--- src/rtl/decrypt_feeder.sv ---
// decrypt_feeder: paces a TS byte stream and even/odd control-word loads into the decrypt core.
// Define DECRYPT_FEEDER_SYNC_CHECK_EN to drop packets whose first byte is not 0x47.
module decrypt_feeder #(
  parameter int PKT_LEN  = 188,
  parameter int KEY_GAP  = 12,
  parameter int BYTE_GAP = 1
) (
  input  logic        clk,
  input  logic        rst,
  input  logic        in_valid,
  output logic        in_ready,
  input  logic [7:0]  in_byte,
  input  logic        in_sop,
  input  logic        cw_update,
  input  logic        cw_sel,
  input  logic [63:0] cw,
  output logic [63:0] ck,
  output logic        even_odd,
  output logic        key_en,
  output logic        en,
  output logic [7:0]  encrypted,
  output logic        pkt_done,
  output logic        len_err,
  output logic        sync_err,
  output logic [15:0] pkt_cnt
);
  localparam logic [1:0] S_IDLE     = 2'd0;
  localparam logic [1:0] S_KEY_LOAD = 2'd1;
  localparam logic [1:0] S_KEY_WAIT = 2'd2;
  localparam logic [1:0] S_BYTE_GAP = 2'd3;

  localparam int BW   = $clog2(PKT_LEN + 1);
  localparam int WMAX = (KEY_GAP > BYTE_GAP) ? KEY_GAP : BYTE_GAP;
  localparam int WW   = $clog2(WMAX + 1);
  localparam logic [BW-1:0] LAST_POS = BW'(PKT_LEN);
  localparam logic [WW-1:0] KEY_LAST = WW'(KEY_GAP - 1);
  localparam logic [WW-1:0] GAP_LAST = WW'(BYTE_GAP - 1);

  logic [1:0]    state;
  logic [BW-1:0] byte_cnt;
  logic [BW-1:0] next_pos;
  logic [WW-1:0] wait_cnt;
  logic          pend_even;
  logic          pend_odd;
  logic [63:0]   cw_even;
  logic [63:0]   cw_odd;
  logic          at_start;
  logic          any_pending;
  logic          accept;
  logic          service;
  logic          restart;
  logic          last_byte;
  logic          drop_now;

  // Keys are only loaded on a packet boundary, so they never change inside a packet.
  assign at_start    = (byte_cnt == '0);
  assign any_pending = pend_even | pend_odd;
  assign in_ready    = ~rst & (state == S_IDLE) & ~(at_start & any_pending);
  assign accept      = in_valid & in_ready;
  assign service     = ~rst & (state == S_IDLE) & at_start & any_pending;
  assign restart     = in_sop & ~at_start;

  // NOTE: next_pos gets its default on the first line, so every path assigns it and no latch is inferred.
  always_comb begin
    next_pos = byte_cnt + 1'b1;
    if (restart) next_pos = BW'(1);
  end

  assign last_byte = (next_pos == LAST_POS);

`ifdef DECRYPT_FEEDER_SYNC_CHECK_EN
  logic first_byte;
  logic bad_sync;
  logic drop;

  assign first_byte = at_start | in_sop;
  assign bad_sync   = first_byte & (in_byte != 8'h47);
  assign drop_now   = first_byte ? bad_sync : drop;

  always_ff @(posedge clk) begin
    if (rst) begin
      drop     <= 1'b0;
      sync_err <= 1'b0;
    end else begin
      sync_err <= accept & bad_sync;
      if (accept) drop <= drop_now & ~last_byte;
    end
  end
`else
  assign drop_now = 1'b0;
  assign sync_err = 1'b0;
`endif

  // NOTE: every state register uses a non-blocking assignment so all flops sample pre-edge values.
  always_ff @(posedge clk) begin
    if (rst) begin
      state     <= S_IDLE;
      byte_cnt  <= '0;
      wait_cnt  <= '0;
      pend_even <= 1'b0;
      pend_odd  <= 1'b0;
      ck        <= '0;
      even_odd  <= 1'b0;
      key_en    <= 1'b0;
      en        <= 1'b0;
      encrypted <= '0;
      pkt_done  <= 1'b0;
      len_err   <= 1'b0;
      pkt_cnt   <= '0;
    end else begin
      key_en   <= 1'b0;
      en       <= 1'b0;
      pkt_done <= 1'b0;
      len_err  <= 1'b0;
      case (state)
        S_IDLE: begin
          if (service) begin
            state    <= S_KEY_LOAD;
            key_en   <= 1'b1;
            ck       <= pend_even ? cw_even : cw_odd;
            even_odd <= ~pend_even;
            if (pend_even) pend_even <= 1'b0;
            else           pend_odd  <= 1'b0;
          end else if (accept) begin
            state    <= S_BYTE_GAP;
            wait_cnt <= GAP_LAST;
            byte_cnt <= last_byte ? '0 : next_pos;
            len_err  <= restart;
            if (!drop_now) begin
              en        <= 1'b1;
              encrypted <= in_byte;
              pkt_done  <= last_byte;
              if (last_byte) pkt_cnt <= pkt_cnt + 16'd1;
            end
          end
        end
        S_KEY_LOAD: begin
          state    <= S_KEY_WAIT;
          wait_cnt <= KEY_LAST;
        end
        S_KEY_WAIT, S_BYTE_GAP: begin
          if (wait_cnt == '0) state <= S_IDLE;
          else                wait_cnt <= wait_cnt - 1'b1;
        end
        default: state <= S_IDLE;
      endcase
      // A fresh update beats a same-cycle service of its slot, so the new word is loaded afterwards.
      if (cw_update & ~cw_sel) pend_even <= 1'b1;
      if (cw_update &  cw_sel) pend_odd  <= 1'b1;
    end
  end

  // NOTE: the control-word slots are only read while their pending flag is set, so they carry no reset.
  always_ff @(posedge clk) begin
    if (cw_update & ~cw_sel) cw_even <= cw;
    if (cw_update &  cw_sel) cw_odd  <= cw;
  end
endmodule

--- config.mk ---
export PLATFORM = sky130hd
export DESIGN_NAME = decrypt_feeder
export DESIGN_NICKNAME = d
export VERILOG_FILES = /design/src/rtl/decrypt_feeder.sv
export SDC_FILE = /design/constraint.sdc
export NUM_CORES = 1
export LEC_CHECK = 0
export CAP_MARGIN = 15
export CORE_MARGIN = 5
export CORE_UTILIZATION = 47
export CTS_BUF_LIST = sky130_fd_sc_hd__clkbuf_16
export CTS_CLUSTER_DIAMETER = 40
export CTS_CLUSTER_SIZE = 14
export DETAILED_ROUTE_END_ITERATION = 6
export DONT_BUFFER_PORTS = 1
export PLACE_DENSITY = 0.69
export RECOVER_POWER = 100
export SETUP_SLACK_MARGIN = 0.1
export SLEW_MARGIN = 30
export SYNTH_ARGS = -nofsm -noshare
export SYNTH_HDL_FRONTEND = slang
export SYNTH_SLANG_ARGS = --single-unit
export TNS_END_PERCENT = 10
--- constraint.sdc ---
create_clock -name clk -period 2.3 [get_ports clk]
set_input_delay 0.23 -clock clk [delete_from_list [all_inputs] [get_ports clk]]
set_output_delay 0.23 -clock clk [all_outputs]
set_load 0.02 [all_outputs]
; After elaboration in Yosys (flattened, before gate mapping)
; Index checks and enable logic that the tools add are counted.
[op_classes]
n_reduce_logical = 18
add_sub_neg = 3
bitwise_logic = 18
muxes = 20
eq_ne = 10
[ops]
columns = cell, n
row1 = $mux 64, 1
row2 = $add 16x1->16 const B, 1
row3 = $mux 8, 2
row4 = $mux 4, 3
row5 = $pmux 4 s3, 1
row6 = $and 1x1->1, 9
row7 = $mux 1, 9
row8 = $reduce_and 3->1, 3
row9 = $add 8x1->8 const B, 1
row10 = $eq 8x8->1 const B, 1
row11 = $logic_not 8->1, 1
row12 = $ne 2x2->1 const B, 4
row13 = $not 1->1, 8
row14 = $reduce_bool 2->1, 4
row15 = $mux 2, 3
row16 = $pmux 2 s3, 1
row17 = $reduce_and 2->1, 3
row18 = $eq 2x2->1 const B, 2
row19 = $logic_not 4->1, 1
row20 = $reduce_and 4->1, 1
row21 = $reduce_or 2->1, 2
row22 = $reduce_or 4->1, 1
row23 = $sub 4x1->4 const B, 1
row24 = $ne 3x3->1 const B, 1
row25 = other kinds (5), 5
[totals]
word_cells = 84
regBits = 237

; Depth between registers and ports, before layout
; Gate-level depths: netlist of the first run.
[logic_depth]
depth_word = 8
ltp_mapped = 8
depth_no_buf = 8

; Least setup slack after synthesis of the first run
; Ideal clock, no wire load.
[synth_path]
path_kind = reg2reg
startpoint = register byte_cnt[0]
endpoint = register pkt_cnt[12]
setup_ns = 0.123
period_less_slack_ns = 2.212
t_arrival_ns = 2.089
n_path_buf = 1
path_stages_with_launch = 8
slack_ns = 0.088
cell_sequence = dfxtp_1 -> inv_1 -> ha_1 -> nand4b_1 -> or3_1 -> clkbuf_1 -> nor4_1 -> mux2_1
[synth_between]
elab_chain_len = 6
[synth_lines]
columns = element, line_no
row1 = start: declaration, 40  ; logic [BW-1:0] byte_cnt;
row2 = start signal: assignment, 127  ; byte_cnt <= last_byte ? '0 : next_pos;
row3 = branches (longest 5 deep; another with $add 8x1->8), --
row4 = $reduce_and 4->1 (no source line) *, --
row5 = end signal: assignment, 133  ; if (last_byte) pkt_cnt <= pkt_cnt + 16'd1;
row6 = end: declaration, 25  ; output logic [15:0] pkt_cnt
; Mark *: on every way between the ends.
; A chain may end at the register's enable or synchronous reset.

; Final worst setup path of the first run
[layout_path]
startpoint = register byte_cnt[0]
endpoint = register pkt_cnt[6]
; Same word-level chain as after synthesis.

==> results of run 1 <==
layout make-up:
class,instances,share of cell area (%)
Sequential cell,237,52.4
Timing Repair Buffer,118,10.0
Clock inverter,25,2.38
Tap cell,260,2.82
Inverter,14,0.543
Clock buffer,29,6.30
Multi-Input combinational cell,407,25.5
cells in the final DEF (no fill, tap or decap), types with 7 or more instances in the layout:
cell,instances
inv_1,13
nor3_1,9
mux2i_1,64
clkbuf_1,8
clkbuf_16,30
o31ai_1,7
nor2_1,45
o21ai_0,47
nor2b_1,10
nand4_1,9
buf_4,21
edfxtp_1,128
nand3_1,12
nand3b_1,42
a211oi_1,28
dfxtp_1,102
nand2_1,25
dlygate4sd3_1,77
a21oi_1,24
routing by layer:
metal,global-route usage [%],wire [um]
met1,19.3,7940
met2,33.4,11300
met3,5.10,1510
met4,6.86,684
met5,0,0
final timing paths:
| kind | to | slack (ns) |
|---|---|---|
| worst max-delay path | pkt_cnt[6] | 0.05 |
| worst max register to register | pkt_cnt[6] | 0.05 |
| worst min-delay path | state[0] | 0.02 |
| worst min register to register | wait_cnt[1] | 0.49 |
stage by stage:
stage          setup WS (ns)  instances  total power, mW  instance area, um2  TNS [ns]
6_report              0.0546       1090             10.6               11500         0
5_1_grt              -0.0353       1090             11.0               11500    -0.117
4_1_cts               0.0568       1079             10.7               11300         0
3_5_place_dp        -0.00771        943             5.90                9470  -0.00867
3_3_place_gp          0.0611        943             5.85                9470         0
2_1_floorplan         0.0878        705             5.70                9060         0
registers in the layout (all words and copies together) (netlist names), 2 cells and up:
signal,count
ck,64
cw_even,64
cw_odd,64
pkt_cnt,16
byte_cnt,8
encrypted,8
wait_cnt,4
state,2
power breakdown:
part	internal (mW)	switching, mW
Sequential	4.80	0.338
Combinational	0.396	0.495
Clock	2.71	1.87
Total	7.91	2.70
kinds of logic after synthesis:
group | Yosys count
flops | 237
simple gates | 198
mux | 73
buf+inv | 61
other cells | 1
xor+xnor | 4
fa+ha+maj | 4
compound gates | 127
critical path, delay by kind of cell (launching register included):
kind	cells	cell delay [ns]
compound gates	1	0.21
fa+ha+maj	1	0.11
buf+inv	3	0.34
flops	1	0.36
mux	1	0.33
simple gates	3	0.76
repair_timing:
action | CTS | global route
gates resized for setup | 7 | 42
endpoints found under the hold margin | 235 | 0
pin swaps | 2 | 13
cloned | 0 | 1
setup endpoints to repair | 11 | 26
hold buffers | 78 | 0
setup buffers | 4 | 11
==> flow_metrics.env, run 1 <==
export IMPL_status="complete, no violations"
export IMPL_synthMuxAreaShare_pct=8.19
export IMPL_max_stage_delay_ns=0.49
export IMPL_grt_max_degree=117
export IMPL_clkSinkCount=237
export IMPL_tightest_slew_ns=0.930
export IMPL_area_growth_pct=27.3
export IMPL_hold_viol=0
export IMPL_nets=889
export IMPL_clk_latency_ns=0.55
export IMPL_fill_cells=1431
export IMPL_synth_adder_area_share_pct=0.553
export IMPL_grt_overflow=0
export IMPL_start_util_pct=48.1
export IMPL_min_period_ns=2.25
export IMPL_die_w_um=149
export IMPL_multi_input_area_mm2=0.00294
export IMPL_whs_ns=0.0192
export IMPL_crit_chain="inv_4 -> ha_4 -> or4b_4 -> buf_6 -> o21ai_4 -> nand2_4 -> buf_12 -> nor4_4 -> mux2_4"
export IMPL_cts_buffer_depth=3
export IMPL_reg2reg_from="byte_cnt[0]"
export IMPL_via_per_inst=5.52
export IMPL_min_path_type="in -> reg"
export IMPL_ys_ff_latch=237
export IMPL_cts_root_buf="clkbuf_16"
export IMPL_rsz0062_at_grt="true"
export IMPL_synth_top_family_by_area="simple AND/OR/NAND/NOR gates"
export IMPL_slowest_stage="or4b_4"
export IMPL_cts_buffers=29
export IMPL_maxCapViolations=0
export IMPL_cts_tree="built"
export IMPL_detailed_place_hpwl_um=12300
export IMPL_setup_viol=0
export IMPL_clk_pin_slew_ns=0.06
export IMPL_antenna_cells=0
export IMPL_via_count=6014
export IMPL_io_buffers=0
export IMPL_holdPathStages=4
export IMPL_placementRows=50
export IMPL_slew_headroom_pct=38.0
export IMPL_yosysTopAreaCell="edfxtp_1"
export IMPL_fin_util_pct=61.2
export IMPL_finalClockSkew_ns=0.0145
export IMPL_worst_r2r_path_depth=9
export IMPL_ios=173
export IMPL_synth_enable_flop_cells=128
export IMPL_criticalPathCategory="reg -> reg"
export IMPL_avgSynthCellArea_um2=12.8
export IMPL_synth_top_area_share_pct=42.4
export IMPL_seqCellArea_mm2=0.00604
export IMPL_synthArstFlopShare_pct=0
export IMPL_grt_pass1_wl_um=32300
export IMPL_core_region_area_mm2=0.0188
export IMPL_synth_compound_area_share_pct=8.73
export IMPL_period_share_pct=97.6
export IMPL_cp_start_kind="register"
export IMPL_dr_first_iter_drc_count=364
export IMPL_drc=0
export IMPL_vdd_drop_max_mv=0.851
export IMPL_worstSetupStartpoint="byte_cnt[0]"
export IMPL_routabilityCongestion=0.862
export IMPL_p_per_area_mw_per_mm2=920
export IMPL_drive_gt1_share_pct=15.5
export IMPL_first_global_vias=6174
export IMPL_ys_seq_area_share_pct=66.5
export IMPL_yosys_warnings=0
export IMPL_synthDistinctLibCells=57
export IMPL_crit_required_ns=2.74
export IMPL_max_freq_mhz=445
export IMPL_synthFlopType="edfxtp_1"
export IMPL_synthMostInstantiatedCell="edfxtp_1"
export IMPL_postSynthCellCount=705
export IMPL_netlist_area_mm2=0.00906
export IMPL_hold_start="in_valid"
export IMPL_syn_nets=787
export IMPL_grt_util_all_layers_pct=18.0
export IMPL_synth_xor_area_share_pct=0.387
export IMPL_cp_arrival_ns=2.68
export IMPL_die_h_um=149
export IMPL_report_final_slew_viol_count=0
export IMPL_synth_area_leaders="edfxtp_1 (42%), dfxtp_1 (24%), mux2i_1 (7.1%), nand3b_1 (3.5%), o21ai_0 (2.6%)"
export IMPL_synth_common_cells="edfxtp_1 (128), dfxtp_1 (109), mux2i_1 (64), o21ai_0 (47), nor2_1 (45)"
export IMPL_ant_nets=0
export IMPL_power_leakage_nw=3.95
export IMPL_htree_levels=1
export IMPL_first_pass_iters=5
export IMPL_grt_antenna_before_repair=0
export IMPL_cp_max_fo=5
export IMPL_routed_wirelength_um=21500
export IMPL_die_area_mm2=0.0221
export IMPL_synthSimpleGateAreaFrac_pct=12.9
export IMPL_wl_per_cell_um=19.7
export IMPL_end_kind="register"
Note: power is estimated with default switching activity, not from simulation.
==> run 2, diff against run 1 <==
--- a/config.mk
+++ b/config.mk
@@ -15,7 +15,6 @@
 export DONT_BUFFER_PORTS = 1
 export PLACE_DENSITY = 0.69
 export RECOVER_POWER = 100
-export SETUP_SLACK_MARGIN = 0.1
 export SLEW_MARGIN = 30
 export SYNTH_ARGS = -nofsm -noshare
 export SYNTH_HDL_FRONTEND = slang
==> run 2 against run 1 <==
Effect of this change: clock power barely moved; critical path depth fell by 1; routed wire length fell by 4.6%; final cell count fell by 1.2%; non-clock buffer count fell by 11; design area fell by 2.2%; register-to-register slack improved by 0.02 ns.
==> flow_metrics.env, run 2 (same netlist as run 1, synthesis figures left out) <==
export IMPL_status="complete, no violations"
export IMPL_tightest_slew_ns=0.865
export IMPL_slew_headroom_pct=42.3
export IMPL_nets=877
export IMPL_drive_gt1_share_pct=11.1
export IMPL_preCtsSetupSlack_ns=0.0347
export IMPL_first_pass_iters=4
export IMPL_placedCellCount=942
export IMPL_slowest_stage="or4b_4"
export IMPL_detailed_place_hpwl_um=12500
export IMPL_hold_start="in_sop"
export IMPL_cts_root_buf="clkbuf_16"
export IMPL_cp_start_kind="register"
export IMPL_area_growth_pct=24.4
export IMPL_final_cell_mix="edfxtp_1 (128), dfxtp_1 (106), dlygate4sd3_1 (78)"
export IMPL_grt_antenna_before_repair=0
export IMPL_rr_endpoint="pkt_cnt[8]"
export IMPL_ios=173
export IMPL_vdd_drop_max_mv=0.782
export IMPL_drc=0
export IMPL_placementRows=50
export IMPL_cts_tree="built"
export IMPL_reg2reg_from="byte_cnt[1]"
export IMPL_wl_per_cell_um=19.0
export IMPL_worst_r2r_path_depth=8
export IMPL_maxCapViolations=0
export IMPL_max_freq_mhz=449
export IMPL_grt_max_degree=115
export IMPL_place_area_mm2=0.00944
export IMPL_whs_ns=0.0234
export IMPL_cts_buffer_depth=3
export IMPL_grt_util_all_layers_pct=17.7
export IMPL_top_regs="ck: 64 flops, cw_even: 64 flops, cw_odd: 64 flops"
export IMPL_setup_viol=0
export IMPL_clkSinkCount=237
export IMPL_worst_slack_ns=0.0722
export IMPL_first_global_vias=6168
export IMPL_clk_pin_slew_ns=0.06
export IMPL_fill_cells=1461
export IMPL_start_util_pct=48.1
export IMPL_rsz0062_at_grt="false"
export IMPL_die_h_um=149
export IMPL_p_per_area_mw_per_mm2=939
export IMPL_min_to="byte_cnt[2]"
export IMPL_via_per_inst=5.51
export IMPL_dr_first_iter_drc_count=305
export IMPL_finalClockSkew_ns=0.0123
export IMPL_die_area_mm2=0.0221
export IMPL_period_share_pct=96.9
export IMPL_crit_chain="inv_2 -> ha_4 -> or4b_4 -> o31ai_4 -> clkinv_4 -> nand3_2 -> nor4_1 -> mux2_1"
export IMPL_routed_wirelength_um=20500
export IMPL_routabilityCongestion=0.881
export IMPL_report_final_slew_viol_count=0
export IMPL_clk_latency_ns=0.52
export IMPL_cts_buffers=28
export IMPL_final_common_cell="edfxtp_1"
export IMPL_fin_cells=1077
export IMPL_p_total_mw=10.6
export IMPL_cp_num_buf_inv=2
export IMPL_end_kind="register"
export IMPL_max_stage_delay_ns=0.49
export IMPL_antenna_cells=0
export IMPL_cp_arrival_ns=2.63
export IMPL_ant_nets=0
export IMPL_finalSetupTns_ns=0
export IMPL_min_path_type="in -> reg"
export IMPL_criticalPathCategory="reg -> reg"
export IMPL_via_count=5938
export IMPL_holdPathStages=3
export IMPL_fin_util_pct=59.8
export IMPL_critPathTopFamily="simple AND/OR/NAND/NOR gates"
export IMPL_io_buffers=0
export IMPL_reg2reg_slack_ns=0.07
export IMPL_die_w_um=149
export IMPL_cp_max_fo=8
export IMPL_htree_levels=1
export IMPL_crit_required_ns=2.71
export IMPL_core_region_area_mm2=0.0188
export IMPL_hold_viol=0
export IMPL_min_period_ns=2.23
export IMPL_power_leakage_nw=3.83
export IMPL_grt_overflow=0
export IMPL_final_area_mm2=0.0113
export IMPL_grt_pass1_wl_um=32100
run 2: area by class of cell:
cell class / instances / area [um2] / share of cell area [%]
Sequential cell: 237 / 6030 / 53.6
Inverter: 14 / 57.6 / 0.511
Clock inverter: 24 / 304 / 2.70
Tap cell: 260 / 325 / 2.89
Clock buffer: 28 / 701 / 6.22
Timing Repair Buffer: 107 / 1000 / 8.89
Multi-Input combinational cell: 407 / 2840 / 25.2
run 2: worst register-to-register path, cell delays in order, from the launching register on:
cell and delay, ns:
dfxtp_4 0.36, inv_2 0.07, ha_4 0.13, or4b_4 0.49, o31ai_4 0.31, clkinv_4 0.20
nand3_2 0.17, nor4_1 0.07, mux2_1 0.32
run 2: how the worst max path moves through the flow:
stage / start / to / slack, ns / depth (start not counted)
4_1_cts: byte_cnt[1] / in_ready / 0.003 / 5
3_3_place_gp: byte_cnt[1] / pkt_cnt[10] / 0.12 / 6
2_1_floorplan: byte_cnt[0] / pkt_cnt[12] / 0.09 / 7
6_report: byte_cnt[1] / pkt_cnt[8] / 0.07 / 8
5_1_grt: byte_cnt[0] / pkt_cnt[8] / 0.02 / 8
3_5_place_dp: byte_cnt[0] / pkt_cnt[14] / 0.03 / 6
run 2: repair_timing:
| action | in CTS | in global routing |
|---|---|---|
| gates resized for setup | 0 | 19 |
| endpoints found under the hold margin | 235 | 0 |
| hold buffers | 79 | 0 |
| buffers inserted | 0 | 4 |
| endpoints found under the setup margin | 0 | 16 |
run 2: metal layers:
layer	vias to the layer above	wire, um	GRT usage [%]
met2	176	10700	32.8
met5	-	0	0
met3	36	1500	4.77
met4	0	444	5.17
met1	2916	7830	20.1
li1	2810	-	-
run 2: report_power, final:
group | internal, mW | switching, mW | total (mW)
clock | 2.84 | 1.77 | 4.61
sequential | 4.80 | 0.343 | 5.14
combinational | 0.354 | 0.479 | 0.833
total | 7.99 | 2.59 | 10.6
